<file path="config.mk">
export PLATFORM = sky130hd
export DESIGN_NAME = nonce_uart_reporter
export DESIGN_NICKNAME = d
export VERILOG_FILES = /design/src/rtl/miner_pkg.sv /design/src/rtl/nonce_fifo.sv /design/src/rtl/nonce_uart_reporter.sv
export SDC_FILE = /design/constraint.sdc
export NUM_CORES = 1
export LEC_CHECK = 0
export ABC_AREA = 0
export CAP_MARGIN = 0
export CORE_AREA = 2 2 123 125
export CTS_CLUSTER_DIAMETER = 100
export DETAILED_ROUTE_END_ITERATION = 10
export DIE_AREA = 0 0 125 127
export PLACE_DENSITY_LB_ADDON = 0.25
export SLEW_MARGIN = 20
export SYNTH_ARGS = -nofsm -noshare
export SYNTH_HDL_FRONTEND = slang
export SYNTH_HIERARCHICAL = 1
export SYNTH_SLANG_ARGS = --single-unit
</file>
<file path="constraint.sdc">
create_clock -name osc_clk -period 4.3 [get_ports osc_clk]
set_input_delay 0.86 -clock osc_clk [delete_from_list [all_inputs] [get_ports osc_clk]]
set_output_delay 0.86 -clock osc_clk [all_outputs]
set_load 0.05 [all_outputs]
</file>
<file path="src/rtl/miner_pkg.sv">
// Shared definitions for the miner result-reporting path.
//   NONCE_W         : width of a winning nonce
//   DATA_BITS       : data bits per UART character (8N1 framing)
//   BYTES_PER_NONCE : UART characters sent per nonce
//   uart_state_e    : transmitter FSM state encoding
package miner_pkg;

  localparam int NONCE_W         = 32;
  localparam int DATA_BITS       = 8;
  localparam int BYTES_PER_NONCE = 4;

  typedef enum logic [1:0] {
    IDLE,
    START,
    DATA,
    STOP
  } uart_state_e;

endpackage

</file>
<file path="src/rtl/nonce_fifo.sv">
// Synchronous single-clock FIFO with show-ahead read data.
// Ports:
//   osc_clk  : clock, rising edge
//   rst      : synchronous active-high reset (flushes the FIFO)
//   wr_en    : push wr_data (ignored when full unless a pop happens the same edge)
//   wr_data  : data to push
//   rd_en    : pop the head (ignored when empty)
//   rd_data  : current head, valid whenever empty=0
//   count    : number of stored entries
//   full     : count == DEPTH
//   empty    : count == 0
module nonce_fifo
  import miner_pkg::*;
#(
  parameter int DEPTH = 4,
  parameter int WIDTH = NONCE_W
) (
  input  logic                     osc_clk,
  input  logic                     rst,
  input  logic                     wr_en,
  input  logic [WIDTH-1:0]         wr_data,
  input  logic                     rd_en,
  output logic [WIDTH-1:0]         rd_data,
  output logic [$clog2(DEPTH):0]   count,
  output logic                     full,
  output logic                     empty
);

  localparam int PTR_W = $clog2(DEPTH);
  localparam int CW    = PTR_W + 1;

  logic [WIDTH-1:0] mem [DEPTH];
  logic [PTR_W-1:0] wr_ptr;
  logic [PTR_W-1:0] rd_ptr;
  logic             rd_ok;
  logic             wr_ok;

  // A write into a full FIFO is legal when the head leaves on the same edge:
  // the head slot is read combinationally before it is overwritten.
  assign rd_ok = rd_en & ~empty;
  assign wr_ok = wr_en & (~full | rd_ok);

  assign full    = (count == CW'(DEPTH));
  assign empty   = (count == '0);
  assign rd_data = mem[rd_ptr];

  always_ff @(posedge osc_clk) begin
    if (rst) begin
      wr_ptr <= '0;
      rd_ptr <= '0;
      count  <= '0;
    end else begin
      if (wr_ok) wr_ptr <= wr_ptr + PTR_W'(1);
      if (rd_ok) rd_ptr <= rd_ptr + PTR_W'(1);
      case ({wr_ok, rd_ok})
        2'b10:   count <= count + CW'(1);
        2'b01:   count <= count - CW'(1);
        default: count <= count;
      endcase
    end
  end

  // Storage carries no reset; pointers alone define what is valid.
  always_ff @(posedge osc_clk) begin
    if (wr_ok) mem[wr_ptr] <= wr_data;
  end

endmodule

</file>
<file path="src/rtl/nonce_uart_reporter.sv">
// Buffers winning nonces from the miner and reports each one to the host as
// four 8N1 UART characters, most significant byte first, LSB-first bits.
// Ports:
//   osc_clk        : system clock, rising edge
//   rst            : synchronous active-high reset
//   nonce_valid    : one-cycle pulse, nonce carries a winning result
//   nonce          : winning nonce, sampled when nonce_valid=1
//   tx             : registered UART line, idle high
//   busy           : FIFO non-empty or a frame is still on the line
//   fifo_count     : entries currently buffered
//   overflow_count : nonces dropped on a full FIFO, saturating at 16'hFFFF
module nonce_uart_reporter
  import miner_pkg::*;
#(
  parameter int CLK_HZ     = 50000000,
  parameter int BAUD       = 115200,
  parameter int FIFO_DEPTH = 4
) (
  input  logic                          osc_clk,
  input  logic                          rst,
  input  logic                          nonce_valid,
  input  logic [NONCE_W-1:0]            nonce,
  output logic                          tx,
  output logic                          busy,
  output logic [$clog2(FIFO_DEPTH):0]   fifo_count,
  output logic [15:0]                   overflow_count
);

  localparam int CLKS_PER_BIT = CLK_HZ / BAUD;
  localparam int CNT_W        = $clog2(CLKS_PER_BIT);
  localparam int CW           = $clog2(FIFO_DEPTH) + 1;
  localparam int BIT_W        = $clog2(DATA_BITS);
  localparam int BYTE_W       = $clog2(BYTES_PER_NONCE);

  uart_state_e          state, state_nxt;
  logic [CNT_W-1:0]     baud_cnt, baud_cnt_nxt;
  logic [BIT_W-1:0]     bit_idx, bit_idx_nxt;
  logic [BYTE_W-1:0]    byte_idx, byte_idx_nxt;
  logic [NONCE_W-1:0]   shift_word;
  logic [DATA_BITS-1:0] cur_byte;
  logic                 baud_done;
  logic                 pop;
  logic                 shift_byte;
  logic                 tx_nxt;

  logic [NONCE_W-1:0]   fifo_rd_data;
  logic                 fifo_full;
  logic                 fifo_empty;
  logic                 fifo_wr;
  logic                 drop;
  logic [CW-1:0]        count_nxt;

  function automatic logic [15:0] sat_inc16(input logic [15:0] v);
    return (v == 16'hFFFF) ? v : v + 16'd1;
  endfunction

  // A nonce arriving on the pop edge always fits, even when the FIFO is full.
  assign fifo_wr   = nonce_valid & (~fifo_full | pop);
  assign drop      = nonce_valid & fifo_full & ~pop;
  assign count_nxt = fifo_count + CW'(fifo_wr) - CW'(pop);

  nonce_fifo #(
    .DEPTH (FIFO_DEPTH),
    .WIDTH (NONCE_W)
  ) u_fifo (
    .osc_clk (osc_clk),
    .rst     (rst),
    .wr_en   (fifo_wr),
    .wr_data (nonce),
    .rd_en   (pop),
    .rd_data (fifo_rd_data),
    .count   (fifo_count),
    .full    (fifo_full),
    .empty   (fifo_empty)
  );

  // The byte on the wire always sits in the top of the shift word.
  assign cur_byte  = shift_word[NONCE_W-1 -: DATA_BITS];
  assign baud_done = (baud_cnt == CNT_W'(CLKS_PER_BIT - 1));

  always_comb begin
    state_nxt    = state;
    baud_cnt_nxt = baud_cnt + CNT_W'(1);
    bit_idx_nxt  = bit_idx;
    byte_idx_nxt = byte_idx;
    pop          = 1'b0;
    shift_byte   = 1'b0;
    tx_nxt       = 1'b1;
    case (state)
      IDLE: begin
        baud_cnt_nxt = '0;
        if (!fifo_empty) begin
          pop          = 1'b1;
          byte_idx_nxt = '0;
          state_nxt    = START;
        end
      end
      START: begin
        tx_nxt = 1'b0;
        if (baud_done) begin
          baud_cnt_nxt = '0;
          bit_idx_nxt  = '0;
          state_nxt    = DATA;
        end
      end
      DATA: begin
        tx_nxt = cur_byte[bit_idx];
        if (baud_done) begin
          baud_cnt_nxt = '0;
          if (bit_idx == BIT_W'(DATA_BITS - 1)) begin
            state_nxt = STOP;
          end else begin
            bit_idx_nxt = bit_idx + BIT_W'(1);
          end
        end
      end
      STOP: begin
        if (baud_done) begin
          baud_cnt_nxt = '0;
          shift_byte   = 1'b1;
          if (byte_idx == BYTE_W'(BYTES_PER_NONCE - 1)) begin
            state_nxt = IDLE;
          end else begin
            byte_idx_nxt = byte_idx + BYTE_W'(1);
            state_nxt    = START;
          end
        end
      end
      default: begin
        state_nxt = IDLE;
      end
    endcase
  end

  // tx is registered from the current state, so the line lags the FSM by one
  // cycle; busy covers that lag by also holding while the FSM was active on
  // the previous cycle, while still rising together with fifo_count.
  always_ff @(posedge osc_clk) begin
    if (rst) begin
      state          <= IDLE;
      baud_cnt       <= '0;
      bit_idx        <= '0;
      byte_idx       <= '0;
      tx             <= 1'b1;
      busy           <= 1'b0;
      overflow_count <= '0;
    end else begin
      state    <= state_nxt;
      baud_cnt <= baud_cnt_nxt;
      bit_idx  <= bit_idx_nxt;
      byte_idx <= byte_idx_nxt;
      tx       <= tx_nxt;
      busy     <= (state_nxt != IDLE) | (count_nxt != '0) | (state != IDLE);
      if (drop) overflow_count <= sat_inc16(overflow_count);
    end
  end

  always_ff @(posedge osc_clk) begin
    if (pop) begin
      shift_word <= fifo_rd_data;
    end else if (shift_byte) begin
      shift_word <= {shift_word[NONCE_W-DATA_BITS-1:0], {DATA_BITS{1'b0}}};
    end
  end

endmodule

</file>
==> results.txt <==
Initial Utilization: 58.0%
Final hold vios: 0
DR pass1 iterations: 5
Antenna violations before repair: 0
Clk root buf: clkbuf_16
IO Count: 56
GP Congestion: 0.839
Kind of critical path: reg -> reg
Routed length per instance: 18.0 µm
YS warnings: 6
Crit path time final: 3.43 ns
WP data required: 4.72 ns
Top-area cell type share of the netlist area: 57.4%
Largest net degree at the start of global routing: 36
VDD IR max: 0.437 mV
CTS tree: yes
Row count: 44
H-tree levels: 1
Pwr dens: 613 nW/µm²
WHS Path Cells: 1
Most frequent cells after synthesis: 160 x edfxtp_1, 83 x nand2_1, 43 x dfxtp_1
Slew HR: 37.6%
EDFF count, synth: 160
Final hold slack: 0.474 ns
Number of buffers added for setup after CTS: 0
Worst setup EP type: flop
Critical path's slowest cell: dfxtp_1
Area Growth Syn to Fin: 16.0%
Tot Pwr: 5950 µW
Clk sink count: 203
Cell taking the most area after synthesis: edfxtp_1
Post-Synthesis Cells: 564
Post-synth ARST share: 0%
Syn Std Cell Area: 8370 µm²
Slew Limit Fails: 0
Fin Clk Skew: 0.00931 ns
Period utilization: 79.8%
Fill cell count: 1024
Cell area after layout: 9710 µm²
Fin nets: 676
Core ar.: 14400 µm²
Critical Path AT: 3.85 ns
CTS Buf Count: 21
First-pass GRT wire length: 24400 µm
Clock slew at reported path FFs: 0.06 ns
DRC violations left: 0
Top sig layer: met4
RSZ-0062 raised after global routing: false
Launching point of the worst reg2reg path: u_fifo/count[1]
Seq cells post-synth: 203
Global route overflow: 0
Routed wl met3: 665 µm
Least-Margin Pin Slew: 0.936 ns
Die ar.: 15900 µm²
Total routed wirelength: 14800 µm
Cts hold-fix bufs: 0
Vias per cell: 5.77
DRT iter0 DRCs: 327
Resized cells post-CTS: 0
Vias in the first global route: 4785
Worst setup startpoint: u_fifo/count[1]
# setup viols final: 0
Crit path largest cell delay: 0.49 ns
Crit-path cells: nor3_1 -> buf_4 -> or3_1 -> buf_4 -> inv_1 -> buf_4 -> inv_1 -> a21boi_2 -> inv_1 -> ha_1 -> inv_1 -> fa_1 -> xor2_1 -> or3_2 -> a21oi_1
Skew-Pair Late Insertion Delay: 0.49 ns
Max-cap viol count: 0
Die Wd: 125 µm
Hold Crit Class: reg -> reg
Routed length on met1: 6310 µm
Leak: 0.00327 µW
Status: completed
CTS Buffer Depth: 3
Syn nets: 614
Synth cell types: 57
Vias: 4741
Placed wire-length estimate: 9120 µm
CP max FO: 35
Routed wl met2: 7610 µm
Synth Flop Type: edfxtp_1
Area of placed instances: 9070 µm²
Post-route ant nets: 0
Synth area leaders: edfxtp_1 57%, dfxtp_1 10%, mux4_2 8.6%
Ant. Diodes: 0
Syn Area/Cell: 14.8 µm²
Hold Path Origin: baud_cnt[0]
Total track usage: 19.1%
Die Y: 127 µm
PortBufs: 55
Startpoint Class: flop
Cell with the most instances after synthesis: edfxtp_1
Seq/Total Area, Yosys: 67.7%
Setup tns final: 0 ns
R2R depth: 15
Max Clk Rate: 291 MHz
CP most frequent cell: inv_1
Fraction of layout cells with a size suffix above 1: 13.3%
## layout make-up
| cell class | instances | area, µm² | share of cell area, % |
|---|---|---|---|
| sequential | 203 | 5670 | 58.3 |
| multi-input combinational | 316 | 2490 | 25.6 |
| timing repair buffer | 63 | 611 | 6.29 |
| clock buffer | 24 | 537 | 5.53 |
| tap | 184 | 230 | 2.37 |
| clock inverter | 11 | 104 | 1.07 |
| inverter | 21 | 78.8 | 0.811 |
## sequential cells by signal, summed over array words and instances, names as in the netlist, named ones only
signal / count
u_fifo/count: 3
bit_idx: 3
shift_word: 32
u_fifo/mem: 128
overflow_count: 16
state: 2
busy: 1
byte_idx: 2
u_fifo/wr_ptr: 2
baud_cnt: 9
tx: 1
u_fifo/rd_ptr: 2
## through the flow
step	util (%)	instances	setup slack [ns]
finish	67.3	822	0.867
global route	67.3	822	0.596
CTS	67.3	822	0.834
detailed placement	62.9	787	0.887
global placement	62.9	787	1.01
floorplan	-	564	0.521
## kinds of logic after synthesis
family                     after synthesis  share of synthesized area, %
adders and majority gates               15                          2.42
xor gates and xnor gates                13                          1.36
DFF                                    203                          67.7
muxes                                   42                          10.3
and+or+nand+nor                        197                          11.6
AOI/OAI and AO/OA                       49                          3.87
buffers and inverters                   45                          2.77
## layer usage
layer	vias up	GRT usage (%)
met3	21	3.39
met1	2341	25.1
met5	-	0
met2	125	33.7
met4	0	4.18
li1	2254	-
## worst max-delay path, delay by kind of cell (launching register included)
kind            cells  cell delay [ns]
flops               1             0.49
buf+inv             7             1.10
compound gates      2             0.48
xor+xnor            1             0.08
simple gates        3             0.82
fa+ha+maj           2             0.38
## final timing paths
kind / slack (ns) / end
worst max-delay path: 0.87 / u_fifo/count[2]
worst min-delay path: 0.47 / baud_cnt[0]
worst max register to register: 0.87 / u_fifo/count[2]
worst min register to register: 0.47 / baud_cnt[0]
## cell usage in the layout (no fill, tap or decap), types with 3 or more instances in the layout
master           instances
dfxtp_1                 41
nor2b_1                  7
and2_2                   4
nand2_1                 83
or4_1                    8
o31ai_1                  7
nor3_1                   4
and2_1                   8
mux2i_1                  3
mux2_2                   4
o21ai_0                  9
xor2_1                   5
clkinv_1                 6
or3_1                    5
a21oi_1                 17
clkdlybuf4s50_1         55
and3_1                   5
clkbuf_16               21
buf_4                    8
clkbuf_1                 3
nor2_1                  32
edfxtp_1               160
nand4_1                  5
mux4_2                  32
and4_1                   3
inv_1                   21
xnor2_1                  8
nand3_1                 12
ha_1                    13
nor4_1                   8
## where the power goes
part	internal, µW	total [µW]	switching [µW]
Combinational	597	1440	839
Sequential	2630	2810	185
Clock	1010	1700	695
Total	4230	5950	1720
Note: power is estimated with default switching activity, not from simulation.
